## config.mk

```make
export PLATFORM = sky130hd
export DESIGN_NAME = hilo_muldiv_ctrl_flat
export DESIGN_NICKNAME = d
export VERILOG_FILES = /design/src/rtl/hilo_muldiv_ctrl_pkg.sv /design/src/rtl/hilo_muldiv_ctrl_if.sv /design/src/rtl/hilo_muldiv_ctrl_iter_core.sv /design/src/rtl/hilo_muldiv_ctrl.sv /design/src/flat_wrapper.sv
export SDC_FILE = /design/constraint.sdc
export NUM_CORES = 1
export LEC_CHECK = 0
export CORE_ASPECT_RATIO = 1.2
export CORE_MARGIN = 2
export CORE_UTILIZATION = 50
export CTS_BUF_LIST = sky130_fd_sc_hd__clkbuf_8
export DETAILED_ROUTE_END_ITERATION = 10
export MAX_ROUTING_LAYER = met4
export PLACE_DENSITY = 0.71
export SYNTH_ARGS = -nofsm -noshare
export SYNTH_HDL_FRONTEND = slang
export SYNTH_SLANG_ARGS = --single-unit
```

## constraint.sdc

```tcl
create_clock -name CLOCK -period 8.9 [get_ports CLOCK]
set_input_delay 1.335 -clock CLOCK [delete_from_list [all_inputs] [get_ports CLOCK]]
set_output_delay 1.335 -clock CLOCK [all_outputs]
set_load 0.03 [all_outputs]
```

## src/rtl/hilo_muldiv_ctrl_pkg.sv

```systemverilog
// hilo_pkg: shared constants and types for the HI/LO multiply/divide sequencer.
//   FN_*          MIPS funct codes for the HI/LO instruction group
//   state_e       sequencer states
//   ITERS_DEF     default loop iteration count (operand width)
//   is_hilo_op()  true for any funct handled by the sequencer
package hilo_pkg;

  localparam logic [5:0] FN_MFHI  = 6'h10;
  localparam logic [5:0] FN_MTHI  = 6'h11;
  localparam logic [5:0] FN_MFLO  = 6'h12;
  localparam logic [5:0] FN_MTLO  = 6'h13;
  localparam logic [5:0] FN_MULT  = 6'h18;
  localparam logic [5:0] FN_MULTU = 6'h19;
  localparam logic [5:0] FN_DIV   = 6'h1A;
  localparam logic [5:0] FN_DIVU  = 6'h1B;

  localparam int unsigned ITERS_DEF = 32;

  typedef enum logic [1:0] {IDLE, RUN, FIX} state_e;

  function automatic logic is_hilo_op(input logic [5:0] fn);
    return (fn inside {FN_MFHI, FN_MTHI, FN_MFLO, FN_MTLO,
                       FN_MULT, FN_MULTU, FN_DIV, FN_DIVU});
  endfunction

endpackage

```

## src/rtl/hilo_muldiv_ctrl_if.sv

```systemverilog
// hilo_muldiv_ctrl_if: EXE-stage bus between the pipeline and the HI/LO sequencer.
//   master: pipeline side (drives instruction/operands/flush, sees results)
//   slave : sequencer side
interface hilo_muldiv_ctrl_if;
  logic        Valid_IN;
  logic [5:0]  ALUControl_IN;
  logic [31:0] OperandA_IN;
  logic [31:0] OperandB_IN;
  logic        Flush_IN;
  logic [31:0] Result_OUT;
  logic        Stall_OUT;
  logic        Busy_OUT;
  logic [31:0] HI_OUT;
  logic [31:0] LO_OUT;

  modport master (
    output Valid_IN, ALUControl_IN, OperandA_IN, OperandB_IN, Flush_IN,
    input  Result_OUT, Stall_OUT, Busy_OUT, HI_OUT, LO_OUT
  );

  modport slave (
    input  Valid_IN, ALUControl_IN, OperandA_IN, OperandB_IN, Flush_IN,
    output Result_OUT, Stall_OUT, Busy_OUT, HI_OUT, LO_OUT
  );
endinterface

```

## src/rtl/hilo_muldiv_ctrl_iter_core.sv

```systemverilog
// muldiv_iter_core: one-bit-per-cycle unsigned shift-add multiply / restoring divide.
//   clk, rst_n  clock, async active-low reset
//   i_start     load operands (magnitudes) into the datapath
//   i_step      perform one iteration
//   i_is_div    select divide step instead of multiply step
//   i_op_a/b    multiplicand/dividend, multiplier/divisor magnitudes
//   o_prod      64-bit product; o_quo/o_rem quotient/remainder
// A single 64-bit register serves both ops: {hi_part, lo_part}. For multiply
// hi_part is the partial product and lo_part the remaining multiplier bits;
// for divide hi_part is the remainder and lo_part shifts dividend out / quotient in.
module muldiv_iter_core (
  input  logic        clk,
  input  logic        rst_n,
  input  logic        i_start,
  input  logic        i_step,
  input  logic        i_is_div,
  input  logic [31:0] i_op_a,
  input  logic [31:0] i_op_b,
  output logic [63:0] o_prod,
  output logic [31:0] o_quo,
  output logic [31:0] o_rem
);

  logic [63:0] r_acc;
  logic [31:0] r_opb;
  logic [63:0] w_acc_d;
  logic [32:0] w_sum;
  logic [32:0] w_shift;
  logic [31:0] w_sub;
  logic        w_ge;

  always_comb begin
    w_sum   = {1'b0, r_acc[63:32]} + (r_acc[0] ? {1'b0, r_opb} : 33'd0);
    w_shift = {r_acc[63:32], r_acc[31]};
    w_ge    = (w_shift >= {1'b0, r_opb});
    // When w_ge the true difference is below the divisor, so 32 bits hold it.
    w_sub   = w_shift[31:0] - r_opb;
    w_acc_d = r_acc;
    if (i_start) begin
      w_acc_d = {32'd0, i_op_a};
    end else if (i_step) begin
      if (i_is_div) begin
        w_acc_d = {(w_ge ? w_sub : w_shift[31:0]), r_acc[30:0], w_ge};
      end else begin
        w_acc_d = {w_sum, r_acc[31:1]};
      end
    end
  end

  always_ff @(posedge clk or negedge rst_n) begin
    if (!rst_n) begin
      r_acc <= '0;
      r_opb <= '0;
    end else begin
      r_acc <= w_acc_d;
      if (i_start) r_opb <= i_op_b;
    end
  end

  assign o_prod = r_acc;
  assign o_quo  = r_acc[31:0];
  assign o_rem  = r_acc[63:32];

endmodule

```

## src/rtl/hilo_muldiv_ctrl.sv

```systemverilog
// hilo_muldiv_ctrl: owns architectural HI/LO; sequences MULT/MULTU/DIV/DIVU over
// ITERS cycles, services MTHI/MTLO/MFHI/MFLO, and stalls later HI/LO accesses.
//   CLOCK  rising-edge clock
//   RESET  async active-low reset
//   bus    slave side of hilo_muldiv_ctrl_if (instruction in, result/stall/HI/LO out)
module hilo_muldiv_ctrl
  import hilo_pkg::*;
#(
  parameter int unsigned ITERS = ITERS_DEF
) (
  input logic                CLOCK,
  input logic                RESET,
  hilo_muldiv_ctrl_if.slave  bus
);

  localparam int unsigned CntW = (ITERS > 1) ? $clog2(ITERS) : 1;

  state_e          r_state, w_state_d;
  logic [CntW-1:0] r_count, w_count_d;
  logic [31:0]     r_hi, w_hi_d;
  logic [31:0]     r_lo, w_lo_d;
  logic            r_is_div, r_neg_q, r_neg_r, r_dvz;
  logic [31:0]     r_a_raw;

  logic        w_hilo_op, w_start, w_step, w_signed;
  logic [31:0] w_mag_a, w_mag_b;
  logic [63:0] w_prod;
  logic [31:0] w_quo, w_rem;
  logic [5:0]  w_fn;

  assign w_fn      = bus.ALUControl_IN;
  assign w_hilo_op = bus.Valid_IN && is_hilo_op(w_fn);
  assign w_signed  = (w_fn == FN_MULT) || (w_fn == FN_DIV);
  // Two's-complement negate of 0x80000000 gives 0x80000000 = 2^31 as unsigned.
  assign w_mag_a   = (w_signed && bus.OperandA_IN[31]) ? (~bus.OperandA_IN + 32'd1)
                                                       : bus.OperandA_IN;
  assign w_mag_b   = (w_signed && bus.OperandB_IN[31]) ? (~bus.OperandB_IN + 32'd1)
                                                       : bus.OperandB_IN;

  muldiv_iter_core u_core (
    .clk      (CLOCK),
    .rst_n    (RESET),
    .i_start  (w_start),
    .i_step   (w_step),
    .i_is_div (r_is_div),
    .i_op_a   (w_mag_a),
    .i_op_b   (w_mag_b),
    .o_prod   (w_prod),
    .o_quo    (w_quo),
    .o_rem    (w_rem)
  );

  always_comb begin
    w_state_d = r_state;
    w_count_d = r_count;
    w_hi_d    = r_hi;
    w_lo_d    = r_lo;
    w_start   = 1'b0;
    w_step    = 1'b0;
    unique case (r_state)
      IDLE: begin
        if (w_hilo_op && !bus.Flush_IN) begin
          case (w_fn)
            FN_MTHI: w_hi_d = bus.OperandA_IN;
            FN_MTLO: w_lo_d = bus.OperandA_IN;
            FN_MULT, FN_MULTU, FN_DIV, FN_DIVU: begin
              w_start   = 1'b1;
              w_count_d = '0;
              w_state_d = RUN;
            end
            default: ;
          endcase
        end
      end
      RUN: begin
        if (bus.Flush_IN) begin
          w_state_d = IDLE;
        end else begin
          w_step    = 1'b1;
          w_count_d = r_count + 1'b1;
          if (r_count == CntW'(ITERS - 1)) w_state_d = FIX;
        end
      end
      FIX: begin
        w_state_d = IDLE;
        if (!bus.Flush_IN) begin
          if (!r_is_div) begin
            {w_hi_d, w_lo_d} = r_neg_q ? (~w_prod + 64'd1) : w_prod;
          end else if (r_dvz) begin
            w_hi_d = r_a_raw;
            w_lo_d = 32'hFFFF_FFFF;
          end else begin
            w_lo_d = r_neg_q ? (~w_quo + 32'd1) : w_quo;
            w_hi_d = r_neg_r ? (~w_rem + 32'd1) : w_rem;
          end
        end
      end
      default: w_state_d = IDLE;
    endcase
  end

  always_ff @(posedge CLOCK or negedge RESET) begin
    if (!RESET) begin
      r_state  <= IDLE;
      r_count  <= '0;
      r_hi     <= '0;
      r_lo     <= '0;
      r_is_div <= 1'b0;
      r_neg_q  <= 1'b0;
      r_neg_r  <= 1'b0;
      r_dvz    <= 1'b0;
      r_a_raw  <= '0;
    end else begin
      r_state <= w_state_d;
      r_count <= w_count_d;
      r_hi    <= w_hi_d;
      r_lo    <= w_lo_d;
      if (w_start) begin
        r_is_div <= (w_fn == FN_DIV) || (w_fn == FN_DIVU);
        r_neg_q  <= w_signed && (bus.OperandA_IN[31] ^ bus.OperandB_IN[31]);
        r_neg_r  <= w_signed && bus.OperandA_IN[31];
        r_dvz    <= (bus.OperandB_IN == 32'd0);
        r_a_raw  <= bus.OperandA_IN;
      end
    end
  end

  assign bus.Busy_OUT   = (r_state != IDLE);
  assign bus.Stall_OUT  = bus.Busy_OUT && w_hilo_op && !bus.Flush_IN;
  assign bus.HI_OUT     = r_hi;
  assign bus.LO_OUT     = r_lo;
  assign bus.Result_OUT = (bus.Valid_IN && w_fn == FN_MFHI) ? r_hi :
                          (bus.Valid_IN && w_fn == FN_MFLO) ? r_lo : 32'd0;

endmodule

```

## src/flat_wrapper.sv

```systemverilog
// flat-port wrapper written by rule: the top's interface ports become plain ports
module hilo_muldiv_ctrl_flat import hilo_pkg::*;
#(
  parameter int unsigned ITERS = ITERS_DEF
)
  (CLOCK, RESET, bus_Valid_IN, bus_ALUControl_IN, bus_OperandA_IN, bus_OperandB_IN, bus_Flush_IN, bus_Result_OUT, bus_Stall_OUT, bus_Busy_OUT, bus_HI_OUT, bus_LO_OUT);
  hilo_muldiv_ctrl_if bus_i ();
  input logic CLOCK;
  input logic RESET;
  input wire logic [$bits(bus_i.Valid_IN)-1:0] bus_Valid_IN;
  input wire logic [$bits(bus_i.ALUControl_IN)-1:0] bus_ALUControl_IN;
  input wire logic [$bits(bus_i.OperandA_IN)-1:0] bus_OperandA_IN;
  input wire logic [$bits(bus_i.OperandB_IN)-1:0] bus_OperandB_IN;
  input wire logic [$bits(bus_i.Flush_IN)-1:0] bus_Flush_IN;
  output wire logic [$bits(bus_i.Result_OUT)-1:0] bus_Result_OUT;
  output wire logic [$bits(bus_i.Stall_OUT)-1:0] bus_Stall_OUT;
  output wire logic [$bits(bus_i.Busy_OUT)-1:0] bus_Busy_OUT;
  output wire logic [$bits(bus_i.HI_OUT)-1:0] bus_HI_OUT;
  output wire logic [$bits(bus_i.LO_OUT)-1:0] bus_LO_OUT;
  assign bus_i.Valid_IN = bus_Valid_IN;
  assign bus_i.ALUControl_IN = bus_ALUControl_IN;
  assign bus_i.OperandA_IN = bus_OperandA_IN;
  assign bus_i.OperandB_IN = bus_OperandB_IN;
  assign bus_i.Flush_IN = bus_Flush_IN;
  assign bus_Result_OUT = bus_i.Result_OUT;
  assign bus_Stall_OUT = bus_i.Stall_OUT;
  assign bus_Busy_OUT = bus_i.Busy_OUT;
  assign bus_HI_OUT = bus_i.HI_OUT;
  assign bus_LO_OUT = bus_i.LO_OUT;
  hilo_muldiv_ctrl #(.ITERS(ITERS)) u_core (.CLOCK(CLOCK), .RESET(RESET), .bus(bus_i));
endmodule
```

---- Yosys cells after proc, flatten, opt, wreduce, memory -nomap -nowiden ----
Cells that the tools add are included.
word-level totals
  bits of input ports ..................... 74
  ROM bits ................................ 0
  word-level logic and storage cells ...... 106
  register bits after elaboration ......... 203
  output and inout port bits .............. 98
  memory bits (writable) .................. 0
  memories ................................ 0
  latch bits .............................. 0
cells by class
  bitwise logic cells ..................... 6
  equality and inequality tests ........... 18
  reductions and logical operators ........ 24
  add/subtract/negate cells ............... 8
  shifts and indexed selects .............. 0
  mux-type cells .......................... 38
  magnitude comparators ................... 1
  multiply operators ...................... 0
  divide/modulo/power cells ............... 0
operators with widths
  operator                 number
  $mux W32                 18
  $mux W64                 4
  $add A32 B1 Y32 const B  4
  $not A32 Y32             4
  $pmux W32 S2             2
  $add A64 B1 Y64 const B  1
  $not A64 Y64             1
  $eq A6 B5 Y1 const B     8
  $add A32 B33 Y33         1
  $ge A33 B32 Y1           1
  $logic_not A32 Y1        1
  $sub A32 B32 Y32         1
  $mux W5                  3
  $reduce_and A4 Y1        3
  $ne A2 B2 Y1 const B     5
  $pmux W5 S2              1
  $logic_and A1 B1 Y1      9
  $mux W2                  4
  $reduce_bool A2 Y1       4
  $reduce_bool A8 Y1       1
  $add A5 B1 Y5 const B    1
  $eq A5 B5 Y1 const B     1
  $mux W1                  5
  $pmux W2 S2              1
  10 further kinds         11

---- Depth between registers and ports, before layout ----
  word-level depth ........................ 7
  gate-level depth with buffers ........... 15
  gate-level depth less buffers ........... 13

---- By module ----
Synthesis repeated with hierarchy kept, for this count alone.
second synthesis, totals
  cell total of the unflattened synthesis .. 2533
  area total of the unflattened synthesis .. 19326.0 sq um
modules (own cells, without submodules)
  module            seq. area each (sq um)  area each (sq um)  times used  cells an instance
  hilo_muldiv_ctrl  2677.6                  10623.9            1           1418
  muldiv_iter_core  2402.3                  8702.1             1           1115

---- Worst setup path before layout ----
Ideal clock, no wire load.
  path type ............................... input port to output port
  start ................................... input bus_ALUControl_IN[5]
  end ..................................... output bus_Result_OUT[10]
  buffers on the path ..................... 2
  stages on the path ...................... 5
  arrival ................................. 2.726 ns
  path slack .............................. 4.839 ns
  path through ............................ nand2b_1 or4_1 clkbuf_1 clkbuf_1 nor2_1
on the way
  longest elaborated chain between the ends .. 4
ends and longest elaborated chain
  item                 line                     RTL
  start, declared      flat_wrapper.sv:11       input wire logic [$bits(bus_i.ALUControl_IN)-1:0] bus_ALUControl_IN;
  $eq A6 B5 Y1         hilo_muldiv_ctrl.sv:133  (bus.Valid_IN && w_fn == FN_MFLO) ? r_lo : 32'd0;
  $logic_and A1 B1 Y1  hilo_muldiv_ctrl.sv:133
  $mux W32             hilo_muldiv_ctrl.sv:133
  $mux W32 (*)         hilo_muldiv_ctrl.sv:132  assign bus.Result_OUT = (bus.Valid_IN && w_fn == FN_MFHI) ? r_hi :
  end, declared        flat_wrapper.sv:15       output wire logic [$bits(bus_i.Result_OUT)-1:0] bus_Result_OUT;
Mark *: on every way between the ends. The rest lies on a longest branch, timed or not.

---- Worst setup path in the final report ----
  start ................................... input bus_ALUControl_IN[5]
  end ..................................... output bus_Result_OUT[11]
Same word-level chain as after synthesis.

==> metrics.csv <==
metric;value;unit
fmax;188.9;MHz
cp-endpoint;bus_Result_OUT[11];
globalRouteOverflowTotal;0;
post_cts_buffers;0;
cts_tree;yes;
drtAntennaViolNets;0;
r2r_setup_slack;4.41;ns
worst_pin_slew;1.202;ns
clk_pin_slew_worst_paths;0.05;ns
power_density;264.8;nW/um2
path_max_fanout;32;
tns;0;ns
crit_type;input pin to primary output;
drt_iter0_markers;1355;
synth_flop_cell;dfrtp_1;
antenna_found_initial;0;
grt_max_degree;90;
io-pin-count;172;
required;7.57;ns
n_antenna_cell;0;
critPathArrivalTime;3.96;ns
hold_viol;0;
hpwlAfterDp;40470;um
grt_pass1_wl;86550;um
status;finished clean;
r2r_start;u_core.u_core.o_prod[0];
ys_types;83;
cp-startpoint;bus_ALUControl_IN[5];
whs;0.4745;ns
place.gp.congestion;1.068;
place_area;18900;um2
grtUsageTotal;30.98;%
fin_crit;5.294;ns
initial_core_util;50.56;%
rows;74;
finClkSkew;0.01961;ns
viasPerCell;6.086;
clock_latency;0.57;ns
r2r-end;u_core.u_core.o_prod[60];
r2r_cells;12;
fp.dieArea;35770;um2
nets;2389;
end_kind;primary output;
drv_cap;0;
critPathLaunchType;input pin;
grt_setup_unrepaired;no;
syn-num-nets;2336;
drtPass1Iterations;6;
hold_buffers;0;
ys_seq_elements;203;
final-setup-viol-count;0;
synth_edf_count;0;
crit_path_cell_trace;clkdlybuf4s50_1 > nand2b_1 > or4_1 > nor2_1 > clkdlybuf4s50_1;
grt_pass1_vias;15789;
fp.dieH;206.8;um
final_core_util;58.24;%
core_area;33890;um2
synth_area_per_cell;7.823;um2
crit_top_cell;clkdlybuf4s50_1;
syn_to_final_growth;15.19;%
min_period_over_period;59.48;%
worst_path_largest_cell_delay;1.03;ns
clock_sinks;203;
ys_async_sr_fraction;100.0;%
numCtsBuffers;38;
slew_viol_final;0;
portBuffers;171;
hold_class;register to register;
mostFrequentLayoutCells;nand2_1 (353), o21ai_0 (208), dfrtp_1 (201), clkdlybuf4s50_1 (169), nor2_1 (159);
h-tree-depth;2;
cts_resized;0;
cp_top_family;simple AND/OR/NAND/NOR gates;
relSlewSlack;19.86;%
dr_total_vias;16603;
netlist_area;17130;um2
detail_route.wl_per_cell;20.30;um
route.detailed.drc;0;
clockBufferDepth;3;
ir_drop;0.1949;mV
synth_cells;2190;
wirelength;55390;um
synth_seq_area_share;29.65;%
cts-root-buf;clkbuf_8;
yosys_warnings;0;
final_common_cell;nand2_1;
final_area;19740;um2
p_leak;0.008261;uW
die_width;173.0;um
path_depth;5;
crit_slowest_cell;or4_1;
critPathBufInv;2;
drive_above_1_share;5.458;%
==> routing by layer <==
layer / GRT usage, % / wire (um) / vias to the layer above
li1: - / - / 7893
met1: 37.96 / 23390 / 7977
met2: 52.29 / 26710 / 612
met3: 3.425 / 3016 / 121
met4: 13.14 / 2275 / 0
met5: - / 0 / -
==> synthesized netlist by cell type (35+ instances only) <==
| cell type | number | area (um2) |
|---|---|---|
| xor2_1 | 51 | 446.7 |
| a21oi_1 | 122 | 610.6 |
| nor2_1 | 161 | 604.3 |
| ha_1 | 70 | 875.8 |
| xnor2_1 | 148 | 1296 |
| o22ai_1 | 35 | 219.0 |
| inv_1 | 70 | 262.8 |
| clkbuf_1 | 142 | 533.0 |
| o21ai_0 | 208 | 1041 |
| mux2i_1 | 107 | 1071 |
| nand2_1 | 353 | 1325 |
| o211ai_1 | 53 | 397.9 |
| dfrtp_1 | 203 | 5080 |
==> cell families after synthesis <==
| family | share of synthesized area [%] |
|---|---|
| mux | 6.449 |
| buf+inv | 5.536 |
| flops | 29.65 |
| compound gates | 23.46 |
| simple gates | 19.38 |
| fa+ha+maj | 5.346 |
| xor+xnor | 10.17 |
==> through the flow <==
step	power, uW	setup slack, ns	instances
3_3_place_gp	4141	3.705	2659
4_1_cts	5191	3.611	2728
2_1_floorplan	3433	4.839	2190
6_report	5227	3.606	2728
5_1_grt	5571	3.497	2728
3_5_place_dp	4182	3.608	2659
==> power breakdown <==
group          internal (uW)  switching [uW]  leakage (uW)  total, uW
clock network            560             433      0.000466        994
registers               1110             413       0.00264       1530
logic                   1120            1590       0.00515       2710
total                   2790            2430       0.00826       5230
==> tightest hold or removal path: cells and delay by family (launching register included) <==
family,cells,cell delay (ns)
and+or+nand+nor,2,0.10
DFF,1,0.34
==> cell type report <==
class,count,area [um2]
multi-input combinational,1742,11150
sequential,203,5085
clock inverter,16,102.6
tap,456,570.5
timing repair buffer,187,1831
inverter,71,266.5
fill,3145,14150
clock buffer,53,729.5
==> how the worst min path moves through the flow <==
| stage | endpoint | depth (start not counted) | slack (ns) | startpoint |
|---|---|---|---|---|
| floorplan | u_core.r_a_raw[26] | 2 | 0.44 | u_core.r_a_raw[26] |
| global placement | u_core.r_a_raw[27] | 1 | 0.46 | u_core.r_a_raw[27] |
| detailed placement | u_core.r_a_raw[19] | 2 | 0.46 | u_core.r_a_raw[19] |
| CTS | u_core.r_a_raw[2] | 2 | 0.48 | u_core.r_a_raw[2] |
| global route | u_core.r_a_raw[27] | 1 | 0.50 | u_core.r_a_raw[27] |
| finish | u_core.r_a_raw[2] | 2 | 0.47 | u_core.r_a_raw[2] |
==> registers in the layout (all words and copies together) (netlist names) <==
name / flops
u_core.bus.LO_OUT: 32
u_core.r_a_raw: 32
u_core.bus.HI_OUT: 32
u_core.u_core.r_opb: 32
u_core.r_dvz: 1
u_core.u_core.o_prod: 64
u_core.r_neg_r: 1
u_core.r_is_div: 1
u_core.r_neg_q: 1
u_core.r_state: 2
u_core.r_count: 5
Note: power is estimated with default switching activity, not from simulation.
